==> config.mk <==
export PLATFORM = sky130hd
export DESIGN_NAME = alu
export DESIGN_NICKNAME = d
export VERILOG_FILES = /design/src/rtl/alu_pkg.sv /design/src/rtl/alu_core.sv /design/src/rtl/alu.sv
export SDC_FILE = /design/constraint.sdc
export NUM_CORES = 1
export LEC_CHECK = 0
export CAP_MARGIN = 15
export CORE_ASPECT_RATIO = 0.6
export CORE_MARGIN = 5
export CORE_UTILIZATION = 55
export CTS_CLUSTER_SIZE = 14
export DETAILED_ROUTE_END_ITERATION = 16
export HOLD_SLACK_MARGIN = 0.03
export PLACE_DENSITY = 0.93
export SLEW_MARGIN = 20
export SYNTH_ARGS = -nofsm -noshare
export SYNTH_HDL_FRONTEND = slang
export SYNTH_HIERARCHICAL = 1
export SYNTH_SLANG_ARGS = --single-unit
==> constraint.sdc <==
create_clock -name clk -period 0.8 [get_ports clk]
set_input_delay 0.2 -clock clk [delete_from_list [all_inputs] [get_ports clk]]
set_output_delay 0.2 -clock clk [all_outputs]
set_load 0.005 [all_outputs]
==> src/rtl/alu_pkg.sv <==
// Shared opcode encoding and status-flag bit positions for the ALU.
package alu_pkg;

    typedef enum logic [2:0] {
        OP_ADD    = 3'b000,
        OP_SUB    = 3'b001,
        OP_AND    = 3'b010,
        OP_OR     = 3'b011,
        OP_XOR    = 3'b100,
        OP_INC    = 3'b101,
        OP_PASS_A = 3'b110,
        OP_PASS_B = 3'b111
    } opcode_e;

    localparam int unsigned FLAG_V = 2;
    localparam int unsigned FLAG_N = 1;
    localparam int unsigned FLAG_Z = 0;

endpackage

==> src/rtl/alu_core.sv <==
// Combinational ALU datapath: next result and {overflow, negative, zero} status.
module alu_core
    import alu_pkg::*;
#(
    parameter int unsigned BW = 16
) (
    input  logic [BW-1:0] in_a_i,
    input  logic [BW-1:0] in_b_i,
    input  logic [2:0]    opcode_i,
    output logic [BW-1:0] result_o,
    output logic [2:0]    flags_o
);

    localparam logic [BW-1:0] One = {{(BW-1){1'b0}}, 1'b1};

    opcode_e       op;
    logic [BW-1:0] result;
    logic          ovf;
    logic          sign_a;
    logic          sign_b;
    logic          sign_r;

    assign op     = opcode_e'(opcode_i);
    assign sign_a = in_a_i[BW-1];
    assign sign_b = in_b_i[BW-1];
    assign sign_r = result[BW-1];

    always_comb begin
        result = '0;
        ovf    = 1'b0;
        unique case (op)
            OP_ADD: begin
                result = in_a_i + in_b_i;
                ovf    = (sign_a == sign_b) && (sign_r != sign_a);
            end
            OP_SUB: begin
                result = in_a_i - in_b_i;
                ovf    = (sign_a != sign_b) && (sign_r != sign_a);
            end
            OP_AND:    result = in_a_i & in_b_i;
            OP_OR:     result = in_a_i | in_b_i;
            OP_XOR:    result = in_a_i ^ in_b_i;
            OP_INC: begin
                result = in_a_i + One;
                // Only the most positive value can wrap when adding one.
                ovf    = !sign_a && sign_r;
            end
            OP_PASS_A: result = in_a_i;
            OP_PASS_B: result = in_b_i;
            default:   result = '0;
        endcase
    end

    always_comb begin
        flags_o         = '0;
        flags_o[FLAG_V] = ovf;
        flags_o[FLAG_N] = sign_r;
        flags_o[FLAG_Z] = (result == '0);
    end

    assign result_o = result;

endmodule

==> src/rtl/alu.sv <==
// Registered signed ALU: combinational core followed by the result/flag register.
module alu
    import alu_pkg::*;
#(
    parameter int unsigned BW = 16
) (
    input  logic          clk,
    input  logic          rst_n,
    input  logic [BW-1:0] in_a,
    input  logic [BW-1:0] in_b,
    input  logic [2:0]    opcode,
    output logic [BW-1:0] out,
    output logic [2:0]    flags
);

    logic [BW-1:0] out_d;
    logic [BW-1:0] out_q;
    logic [2:0]    flags_d;
    logic [2:0]    flags_q;

    alu_core #(
        .BW(BW)
    ) u_core (
        .in_a_i   (in_a),
        .in_b_i   (in_b),
        .opcode_i (opcode),
        .result_o (out_d),
        .flags_o  (flags_d)
    );

    // Reset value keeps the zero flag consistent with out == 0.
    always_ff @(posedge clk or negedge rst_n) begin
        if (!rst_n) begin
            out_q   <= '0;
            flags_q <= 3'b001;
        end else begin
            out_q   <= out_d;
            flags_q <= flags_d;
        end
    end

    assign out   = out_q;
    assign flags = flags_q;

endmodule

==> key figures, run 1 <==
Placement
  • Placed Area: about 5000 sq um
  • Pre-CTS setup slack: -3.38 ns
  • Post-DP HPWL: about 11 mm
  • IO buf count: 55
  • GP Congestion: 1.07

Synthesis
  • Post-synthesis sequential element count: 19
  • Ys Warns: 6
  • Synthesized area: about 3200 sq um
  • Syn nets: roughly 520
  • Number of synthesized flops with an enable pin: 0
  • Post-synth ARST share: 1.00
  • Ys flop type: dfrtp_1
  • Syn Area/Cell: between 7 and 8 sq um
  • Gate Count Post-Synth: 431
  • Yosys cell types: just under 60
  • Register area share after synthesis: 0.147

CTS
  • CTS Sinks: 19
  • # H-tree levels: 1
  • Post-cts hold buffer count: 0
  • Num CTS Buffers: 3
  • Post-CTS setup repair buffer count: 28
  • Resized cells post-CTS: 231
  • Longest Clk Path Bufs: 2
  • Root Buffer: clkbuf_8

Floorplanning
  • Die Ht: approximately 70 microns
  • Initial core utilization: 0.575
  • Row count: 21
  • IO Count: 56
  • Width of the die: about 110 microns

Status
  • Err: [ERROR DPL-0033] detailed placement checks failed during check placement.
  • Outcome: did not finish
  • Stopped at: clock tree synthesis (4_1_cts)
cells by family after synthesis:
group | Yosys count | synth area share
AO/OA/AOI/OAI | 136 | 0.282
AND/OR/NAND/NOR | 130 | 0.200
buffers and inverters | 67 | 0.0824
adder cells (fa/ha/maj) | 50 | 0.195
multiplexers | 21 | 0.0720
flip-flops | 19 | 0.147
XOR/XNOR | 8 | 0.0216
cell usage after synthesis, drive strengths merged, types with 3 or more instances:
cell | instances | share of area
nand2b | 3 | 0.0058
o211a | 3 | 0.0092
o22ai | 18 | 0.035
mux2 | 9 | 0.031
o21ai | 27 | 0.042
clkbuf | 14 | 0.016
mux2i | 11 | 0.034
a211oi | 9 | 0.021
and3 | 3 | 0.0058
a21o | 7 | 0.016
xnor2 | 7 | 0.019
ha | 49 | 0.19
nor2 | 29 | 0.034
a22oi | 7 | 0.016
a21oi | 27 | 0.042
buf | 9 | 0.015
nor3 | 23 | 0.035
nor2b | 9 | 0.017
a31oi | 7 | 0.013
or3 | 3 | 0.0058
nand2 | 28 | 0.032
a221oi | 3 | 0.0081
inv | 44 | 0.051
o211ai | 3 | 0.0069
nand3 | 12 | 0.018
nor4 | 4 | 0.0096
a2111oi | 3 | 0.014
nand4 | 3 | 0.0058
and2 | 4 | 0.0077
dfrtp | 18 | 0.14
stage by stage:
stage	util	setup TNS (ns)	hold WS, ns	std cells
floorplan	-	-31.71	-0.0956	431
global placement	0.883	-46.17	0.612	685
detailed placement	0.883	-48.83	0.626	685
==> run 2: changes to the inputs <==
- CORE_ASPECT_RATIO: 0.6 -> not set
- CORE_UTILIZATION: 55 -> 40
- CTS_CLUSTER_SIZE: 14 -> not set
- HOLD_SLACK_MARGIN: 0.03 -> not set
- PLACE_DENSITY: 0.93 -> not set
- PLACE_DENSITY_LB_ADDON: not set -> 0.15
==> run 2 against run 1 <==
  * Area after synthesis stayed put
  * Synthesized cell count did not move
  * The flow now finishes, with violations (negative setup slack)
==> key figures, run 2 <==
Status
  • Outcome: finished with violations
  • Failing checks: negative setup slack

Drt
  • DRT antenna net count: 0
  • Vias per inst: about 6.1
  • # DRC: 0
  • Routed via count: ~4.7k
  • Drt pass-1 iters: 7
  • DRT Wirelength: about 16 mm
  • WL per Instance: ~20 microns
  • Starting DRT DRC Count: 440

Placement
  • Pre-CTS setup slack: -3.13 ns
  • Post-DP HPWL: 8.60 mm
  • Placed Area: ~5000 sq um
  • IO buf count: 55
  • GP Congestion: roughly 0.87
  • Post-Place Cells: 704

STA
  • Fmax: between 200 and 300 MHz
  • Final hold viol count: 0
  • Actual slew at the worst max-slew pin: between 0.5 and 0.6 ns
  • RSZ-0062 raised after global routing: true
  • Worst slew margin: 0.628
  • Setup Viol. Count Final: 38
  • Final setup margin: -2.83 ns
  • Fin crit period: between 3 and 4 ns
  • Final hold slack: 0.279 ns
  • Tcrit/Tclk final: 4.54
  • Slew Limit Fails: 0

Synthesis
  • Synthesized area: approximately 3200 sq um
  • Post-synth ARST share: 1.00
  • Count leader, synth: ha_1
  • Syn Area/Cell: about 7.5 sq um
  • Number of synthesized flops with an enable pin: 0
  • Yosys cell types: 59
  • Post-synthesis sequential element count: 19
  • Syn nets: slightly above 500
  • Register area share after synthesis: 0.147
  • Synth area leader: ha_1
  • Cells taking the most area after synthesis: ha_1 (19%), dfrtp_1 (14%), inv_1 (5.0%), a21oi_1 (4.2%), o21ai_0 (4.2%)
  • Ys Warns: 6
  • Most frequent cells after synthesis: ha_1 (49), inv_1 (43), nor2_1 (29), nand2_1 (28)
  • Gate Count Post-Synth: around 430
  • Top-area cell type share of the netlist area: 0.189
  • Ys flop type: dfrtp_1

Power and ir drop
  • Int Power: roughly 4.2 mW
  • Sw frac: 0.390
  • Clock Power Share: 0.096
  • Comb pwr share: 0.738
  • Reg power frac: 0.167
  • Peak VDD IR: between 400 and 500 uV
  • Power per cell area: roughly 1100 nW/um^2
  • Power Total: just under 7 mW
  • Sw power: approximately 2.7 mW
  • Leakage: ~3.0 nW

Global route
  • Total congestion overflow: 0
  • First-pass GRT wire length: around 21 mm
  • Largest net degree at the start of global routing: between 40 and 50
  • Initial antenna violation count: 0
  • Overall Global Routing Usage: 0.259
  • Vias in the first global route: about 4.3k

CTS
  • CTS Sinks: 19
  • Root Buffer: clkbuf_8
  • CTS tree: built
  • Longest Clk Path Bufs: 2
  • Post-cts hold buffer count: 0
  • # H-tree levels: 1
  • Clock transition at path regs: approximately 0.070 ns
  • Num CTS Buffers: 3

Floorplanning
  • Initial core utilization: 0.416
  • Row count: 32
  • Die Ht: around 100 microns
  • Core Box Area: about 7800 sq um
  • Die ar.: around 10,000 sq um
  • Width of the die: between 100 and 150 microns
  • IO Count: 56

Setup path
  • CP top delay family: simple AND/OR/NAND/NOR gates
  • Worst path bufs/invs: 2
  • Slowest stage cell, crit path: or4b_4
  • Critical Path RT: slightly below 1 ns
  • Worst Path Max Fanout: 3
  • Critical path startpoint category: input port
  • CP cell instances: buf_6 -> nor3_4 -> nand3_4 -> nor3_4 -> nand2_2 -> buf_4 -> o21ai_2 -> nand2_1 -> o21ai_2 -> ha_1 -> a21o_1 -> nor4_2 -> o21ai_1 -> o21ai_1 -> xnor2_1 -> a2111oi_2 -> or4b_4 -> nor4_4
  • Critical path class: in2reg
  • Worst Setup End Kind: register
  • Critical path arrival: approximately 3.8 ns
  • CP max stage delay: around 0.52 ns

Cells and area
  • Post-route design area: between 6000 and 7000 sq um
  • Nets@finish: 764
  • Diodes inserted: 0
  • Most frequent cells in the layout: buf_4 (156), buf_6 (54), ha_1 (38)
  • Share of cells above drive strength 1: 0.533
  • Finished Layout Cells: around 780
  • Most common cell after layout, fill and taps aside: buf_4
  • Max FFs per register: 16
  • Area grow syn2layout: 92.7%

Min path
  • Hold Path Class: in2async

Flow run
  • Max-Cap Viols: 0
## run 2: cell counts after synthesis
Identical to the previous run, type by type.
## run 2: stage by stage
stage | utilization | setup TNS [ns]
detailed placement | 0.642 | -48.03
finish | 0.802 | -39.32
floorplan | - | -31.71
global placement | 0.642 | -47.01
CTS | 0.738 | -33.04
global route | 0.802 | -41.95
## run 2: path summary, 6_finish.rpt
kind,from,to,slack [ns],cells after the start
max,in_b[5],flags[0],-2.83,18
min,rst_n,out[0],0.28,2
max in group asynchronous,rst_n,flags[0],0.31,2
min in group clk,opcode[1],out[1],0.51,4
## run 2: final cells by class
type                            instances  area, sq um
Multi-Input combinational cell        346         3180
Sequential cell                        19          477
Clock inverter                          1         5.00
Timing Repair Buffer                  263         2240
Fill cell                             453         1550
Tap cell                              102          128
Clock buffer                            3         41.3
Inverter                               44          193
## run 2: what timing repair did
item	4_1_cts	5_1_grt
setup endpoints to repair	38	38
pin swaps	62	43
gates cloned	2	0
resized for setup	247	70
setup buffers	55	27
## run 2: power groups by stage
stage	Combinational [mW]	Clock, mW	Sequential, mW
CTS	4.13	0.655	1.14
detailed placement	3.39	0	1.16
global route	5.27	0.689	1.15
global placement	3.32	0	1.16
floorplan	1.66	0	1.19
finish	5.02	0.651	1.13
## run 2: layer usage
layer  GRT usage  up-vias  part of all wire
li1            -     2080                 -
met1       0.332     2233              0.39
met2       0.427      316              0.47
met3      0.0354       81             0.081
met4       0.124        0             0.055
met5           0        -                 0
## run 2: cells by family (layout without fill, tap and decap cells)
logic type | count (synthesis) | after routing | share of synthesized area
AOI/OAI and AO/OA | 136 | 136 | 0.282
adders and majority gates | 50 | 50 | 0.195
and+or+nand+nor | 130 | 131 | 0.200
muxes | 21 | 21 | 0.0720
buffers and inverters | 67 | 311 | 0.0824
DFF | 19 | 19 | 0.147
xor gates and xnor gates | 8 | 8 | 0.0216
Note: power is estimated with default switching activity, not from simulation.
